`src/rtl/digital_clock_core.sv`:
```
// Six-digit BCD wall clock on a single clock: tick prescaler, debounced adjust button,
// seconds/minutes/hours set-mode FSM and optional 12h display conversion.
module digital_clock_core #(
    parameter int TICK_DIV        = 50_000_000,
    parameter int DEBOUNCE_CYCLES = 1_000_000,
    parameter bit MODE_12H        = 1'b0
) (
    input  logic       i_clk,
    input  logic       i_rst_n,
    input  logic       i_set_sec,
    input  logic       i_set_min,
    input  logic       i_set_hr,
    input  logic       i_btn_n,
    output logic [3:0] o_sec_lo,
    output logic [3:0] o_sec_hi,
    output logic [3:0] o_min_lo,
    output logic [3:0] o_min_hi,
    output logic [3:0] o_hr_lo,
    output logic [3:0] o_hr_hi,
    output logic       o_pm,
    output logic       o_tick,
    output logic       o_day_pulse
);

    localparam int                  PRESC_W    = $clog2(TICK_DIV);
    localparam logic [PRESC_W-1:0]  PRESC_LAST = PRESC_W'(TICK_DIV - 1);
    localparam int                  DB_W       = $clog2(DEBOUNCE_CYCLES + 1);
    localparam logic [DB_W-1:0]     DB_LAST    = DB_W'(DEBOUNCE_CYCLES - 1);

    typedef enum logic [1:0] {RUN, SET_SEC, SET_MIN, SET_HR} clkState_t;

    clkState_t          state, nextState;
    logic [2:0]         swSync_p0, swSync_p1;
    logic               btnSync_p0, btnSync_p1;
    logic               btnDb_p2, btnDbPrev_p3;
    logic [DB_W-1:0]    dbCnt;
    logic               pressEvent;
    logic [PRESC_W-1:0] prescCnt;
    logic               tickNow;
    logic [3:0]         secLo, secHi, minLo, minHi, hrLo, hrHi;
    logic               tickReg, dayReg;
    logic [7:0]         dispHr;

    function automatic logic [3:0] digitNext(input logic [3:0] d, input logic [3:0] last);
        return (d == last) ? 4'd0 : d + 4'd1;
    endfunction

    function automatic logic [7:0] hourNext(input logic [3:0] hi, input logic [3:0] lo);
        if (hi == 4'd2 && lo == 4'd3)
            return 8'h00;
        else if (lo == 4'd9)
            return {hi + 4'd1, 4'd0};
        else
            return {hi, lo + 4'd1};
    endfunction

    // 24h BCD hour to 12h BCD hour: 00 -> 12, 13..23 -> 01..11
    function automatic logic [7:0] hourTo12h(input logic [3:0] hi, input logic [3:0] lo);
        case (hi)
            4'd0:    return (lo == 4'd0) ? 8'h12 : {hi, lo};
            4'd1:    return (lo >= 4'd3) ? {4'd0, lo - 4'd2} : {hi, lo};
            default: return (lo < 4'd2) ? {4'd0, lo + 4'd8} : {4'd1, lo - 4'd2};
        endcase
    endfunction

    // Stage p0/p1: two-flop synchronisers for switches and button
    always_ff @(posedge i_clk) begin
        if (!i_rst_n) begin
            swSync_p0  <= 3'b000;
            swSync_p1  <= 3'b000;
            btnSync_p0 <= 1'b1;
            btnSync_p1 <= 1'b1;
        end else begin
            swSync_p0  <= {i_set_hr, i_set_min, i_set_sec};
            swSync_p1  <= swSync_p0;
            btnSync_p0 <= i_btn_n;
            btnSync_p1 <= btnSync_p0;
        end
    end

    // Stage p2/p3: stable-count debounce, then falling-edge detect
    always_ff @(posedge i_clk) begin
        if (!i_rst_n) begin
            btnDb_p2     <= 1'b1;
            btnDbPrev_p3 <= 1'b1;
            dbCnt        <= '0;
        end else begin
            btnDbPrev_p3 <= btnDb_p2;
            if (btnSync_p1 == btnDb_p2) begin
                dbCnt <= '0;
            end else if (dbCnt == DB_LAST) begin
                btnDb_p2 <= btnSync_p1;
                dbCnt    <= '0;
            end else begin
                dbCnt <= dbCnt + 1'b1;
            end
        end
    end

    assign pressEvent = btnDbPrev_p3 & ~btnDb_p2;

    always_ff @(posedge i_clk) begin
        if (!i_rst_n)
            state <= RUN;
        else
            state <= nextState;
    end

    always_comb begin
        nextState = RUN;
        if (swSync_p1[2])
            nextState = SET_HR;
        else if (swSync_p1[1])
            nextState = SET_MIN;
        else if (swSync_p1[0])
            nextState = SET_SEC;
    end

    always_ff @(posedge i_clk) begin
        if (!i_rst_n)
            prescCnt <= '0;
        else if (state != RUN || prescCnt == PRESC_LAST)
            prescCnt <= '0;
        else
            prescCnt <= prescCnt + 1'b1;
    end

    assign tickNow = (state == RUN) && (prescCnt == PRESC_LAST);

    always_ff @(posedge i_clk) begin
        if (!i_rst_n) begin
            secLo   <= 4'd0;
            secHi   <= 4'd0;
            minLo   <= 4'd0;
            minHi   <= 4'd0;
            hrLo    <= 4'd0;
            hrHi    <= 4'd0;
            tickReg <= 1'b0;
            dayReg  <= 1'b0;
        end else begin
            tickReg <= 1'b0;
            dayReg  <= 1'b0;
            if (tickNow) begin
                tickReg <= 1'b1;
                secLo   <= digitNext(secLo, 4'd9);
                if (secLo == 4'd9) begin
                    secHi <= digitNext(secHi, 4'd5);
                    if (secHi == 4'd5) begin
                        minLo <= digitNext(minLo, 4'd9);
                        if (minLo == 4'd9) begin
                            minHi <= digitNext(minHi, 4'd5);
                            if (minHi == 4'd5) begin
                                {hrHi, hrLo} <= hourNext(hrHi, hrLo);
                                dayReg       <= (hrHi == 4'd2) && (hrLo == 4'd3);
                            end
                        end
                    end
                end
            end else if (pressEvent) begin
                case (state)
                    SET_SEC: begin
                        secLo <= digitNext(secLo, 4'd9);
                        if (secLo == 4'd9)
                            secHi <= digitNext(secHi, 4'd5);
                    end
                    SET_MIN: begin
                        minLo <= digitNext(minLo, 4'd9);
                        if (minLo == 4'd9)
                            minHi <= digitNext(minHi, 4'd5);
                    end
                    SET_HR:  {hrHi, hrLo} <= hourNext(hrHi, hrLo);
                    default: ;
                endcase
            end
        end
    end

    always_comb begin
        dispHr = {hrHi, hrLo};
        if (MODE_12H)
            dispHr = hourTo12h(hrHi, hrLo);
    end

    assign o_sec_lo    = secLo;
    assign o_sec_hi    = secHi;
    assign o_min_lo    = minLo;
    assign o_min_hi    = minHi;
    assign o_hr_hi     = dispHr[7:4];
    assign o_hr_lo     = dispHr[3:0];
    assign o_pm        = MODE_12H && ((hrHi == 4'd2) || (hrHi == 4'd1 && hrLo >= 4'd2));
    assign o_tick      = tickReg;
    assign o_day_pulse = dayReg;

endmodule

```
`config.mk`:
```
export PLATFORM = sky130hd
export DESIGN_NAME = digital_clock_core
export DESIGN_NICKNAME = d
export VERILOG_FILES = /design/src/rtl/digital_clock_core.sv
export SDC_FILE = /design/constraint.sdc
export NUM_CORES = 1
export LEC_CHECK = 0
export CORE_MARGIN = 8
export CORE_UTILIZATION = 60
export DETAILED_ROUTE_END_ITERATION = 8
export PLACE_DENSITY = 0.78
export SLEW_MARGIN = 30
export SYNTH_ARGS = -nofsm -noshare
export SYNTH_HDL_FRONTEND = slang
export SYNTH_SLANG_ARGS = --single-unit
```
`constraint.sdc`:
```
create_clock -name i_clk -period 5.37 [get_ports i_clk]
set_clock_uncertainty 0.05 [all_clocks]
set_input_delay 1.074 -clock i_clk [delete_from_list [all_inputs] [get_ports i_clk]]
set_output_delay 1.074 -clock i_clk [all_outputs]
set_load 0.02 [all_outputs]
```
==> out/metrics.csv <==
metric,value,unit
seq_power_share,54.5,%
cp_cell_sequence,"clkdlybuf4s50_1, inv_1, or4_1, o221ai_1",
antenna_found_initial,0,
place_inst,539,
synth_fp_nets,457,
crit_path_max_incr_delay,0.99,ns
die_w,96.09,um
grt_pass1_wl,13.28,mm
hold_viol,0,
path_max_fanout,25,
vias,3199,
syn2layout_area_growth,15.41,%
finalHoldWorstSlack,0.3864,ns
leakage,1.463,nW
final_layout_size_suffix_gt1_share,6.485,%
tritoncts,built,
dpl.hpwl,5.512,mm
drtAntennaViolNets,0,
use_met2,30.14,%
grt_util_met3,3.198,%
dr.pass1.iters,4,
design_area,0.004442,sq mm
fin_crit_sh,57.56,%
grt_max_degree,26,
async_flop_share,0,%
layout.nets,485,
ys_ff_latch,84,
crit_required,5.59,ns
cts-root-buf,clkbuf_8,
setup_viol,0,
num_rows,29,
grt_util_all_layers,18.01,%
crit_type,input pin to flop,
htreeDepth,3,
hold_class,flop to flop,
ir_worst_vdd,0.1852,mV
yosys_most_used_dff,dfxtp_1,
die_h,96.09,um
power_density,261.5,mW/mm^2
status,"finished, final reports clean",
pwr-share-clk,43.4,%
slew_headroom,45.54,%
grt-ovfl-total,0,
core_area,0.006277,sq mm
grtUsageMet1,21.93,%
wirelength,7.971,mm
stdcell_count,555,
synth_enable_flop_cells,0,
ys_seq_area_share,43.69,%
min_period,3.091,ns
crit_slowest_cell,clkdlybuf4s50_1,
avgSynthCellArea,8.649,sq um
comb_power_share,2.1,%
start_util,61.31,%
synth_warnings,0,
setup_tns,0,ns
cts_sinks,84,
n_antenna_cell,0,
drc,0,
synth_cell_type_count,56,
portBuffers,31,
worstPathArrival,3.31,ns
postCtsSetupBuffers,0,
cp-end-kind,flop,
syn_inst,445,
p_sw_share,21.37,%
fmax,323.5,MHz
rsz0062_at_grt,no,
p_total,1.162,mW
drt_iter0_drc,156,
p_int,0.9134,mW
top_usage_layer,met2,
numCtsBuffers,9,
gp_congestion,0.8083,
fp.dieArea,0.009233,sq mm
first_global_vias,2992,
drv_slew,0,
clockBufferDepth,2,
routedWlPerCell,14.36,um
dpl-instance-area,0.004215,sq mm
p_switching,0.2483,mW
cp-start-kind,input pin,
clk_latency,0.34,ns
tightest_slew,0.8149,ns
cts.clk_slew.worst_paths,0.08,ns
via_per_inst,5.764,
ios,33,
cts_repair_resize_count,0,
cts_hold_repair.buffers,0,
syn_area,0.003849,sq mm
drv_cap,0,
-- power groups by stage --
stage | registers (mW) | clock network (mW) | logic, mW
after detailed placement | 0.647 | 0 | 0.0250
final | 0.633 | 0.504 | 0.0248
after CTS | 0.633 | 0.512 | 0.0250
after floorplan | 0.645 | 0 | 0.0190
after global routing | 0.633 | 0.535 | 0.0283
after global placement | 0.647 | 0 | 0.0244
-- synthesized netlist by cell type, drive strengths merged, types with 3 or more instances --
master   n  area (sq um)
o221a    3         33.78
nor4     8         62.56
dfxtp   84          1682
inv     12         45.04
clkbuf  13         48.80
nand4   18         112.6
nor3     7         35.03
nor2    64         240.2
or4      3         22.52
and3    12         75.07
and2     9         56.30
xor2    27         236.5
xnor2   16         140.1
nand2   45         168.9
nand2b  11         68.82
a21oi   14         70.07
or3      5         31.28
ha       6         75.07
nand3   28         157.7
mux2i    8         80.08
nand4b   3         26.28
nor2b    6         37.54
-- layout make-up --
type                            instances  area [sq um]
Tap cell                               77         96.34
Clock buffer                           11         141.4
Clock inverter                          5         85.08
Multi-Input combinational cell        334          2074
Sequential cell                        84          1682
Inverter                               12         45.04
Timing Repair Buffer                   32         317.8
Fill cell                             502          1836
-- path summary, 6_finish.rpt --
check,cells past startpoint,end,slack (ns),from
worst max-delay path,4,o_hr_hi[3],2.28,i_rst_n
worst min register to register,1,swSync_p1[2],0.39,swSync_p0[2]
worst min-delay path,1,swSync_p1[2],0.39,swSync_p0[2]
worst max register to register,6,o_min_hi[0],2.76,prescCnt[0]
-- cells in the final DEF, fill, tap and decap left out, types with 3 or more instances in the layout --
master / n
nor2_1: 64
and3_1: 12
nor4_1: 4
clkdlybuf4s50_1: 31
nor3_1: 7
clkbuf_8: 10
nand4b_1: 3
a21oi_1: 14
inv_1: 12
nand4_1: 18
ha_1: 6
o221a_2: 3
xnor2_1: 16
nand3_1: 26
xor2_1: 27
nor4_2: 4
nand2_1: 45
and2_1: 9
nand2b_1: 11
or4_1: 3
dfxtp_1: 84
or3_1: 5
mux2i_1: 8
nor2b_1: 6
-- metal layers --
metal | routed length (um) | share of wire [%] | vias to the layer above
met5 | 0 | 0 | -
met4 | 119 | 1.5 | 0
met3 | 341 | 4.3 | 11
met2 | 3950 | 50 | 71
met1 | 3559 | 45 | 1508
li1 | - | - | 1609
-- state kept, by name, summed over array words and instances (netlist names), 2 cells and up --
register / count
dbCnt: 20
o_hr_hi: 4
o_hr_lo: 4
o_min_hi: 4
o_min_lo: 4
o_sec_hi: 4
o_sec_lo: 4
prescCnt: 26
state: 2
swSync_p0: 3
swSync_p1: 3
-- critical path: cells and delay by family --
family	cells	cell delay, ns
AO/OA/AOI/OAI	1	0.17
AND/OR/NAND/NOR	1	0.60
buffers and inverters	2	1.46
-- cell families after synthesis --
| kind of cell | after synthesis | share of synthesized area, % |
|---|---|---|
| AO/OA/AOI/OAI | 44 | 8.225 |
| AND/OR/NAND/NOR | 232 | 31.44 |
| other | 1 | 0.09744 |
| buffers and inverters | 27 | 2.731 |
| adder cells (fa/ha/maj) | 6 | 1.951 |
| flip-flops | 84 | 43.69 |
| multiplexers | 8 | 2.081 |
| XOR/XNOR | 43 | 9.785 |
-- through the flow --
step	setup WS, ns	utilization, %
2_1_floorplan	3.107	-
3_3_place_gp	1.942	66.95
3_5_place_dp	1.920	67.15
4_1_cts	2.299	70.76
5_1_grt	2.132	70.76
6_report	2.279	70.76
No activity file was read; power rests on OpenSTA's default activity.
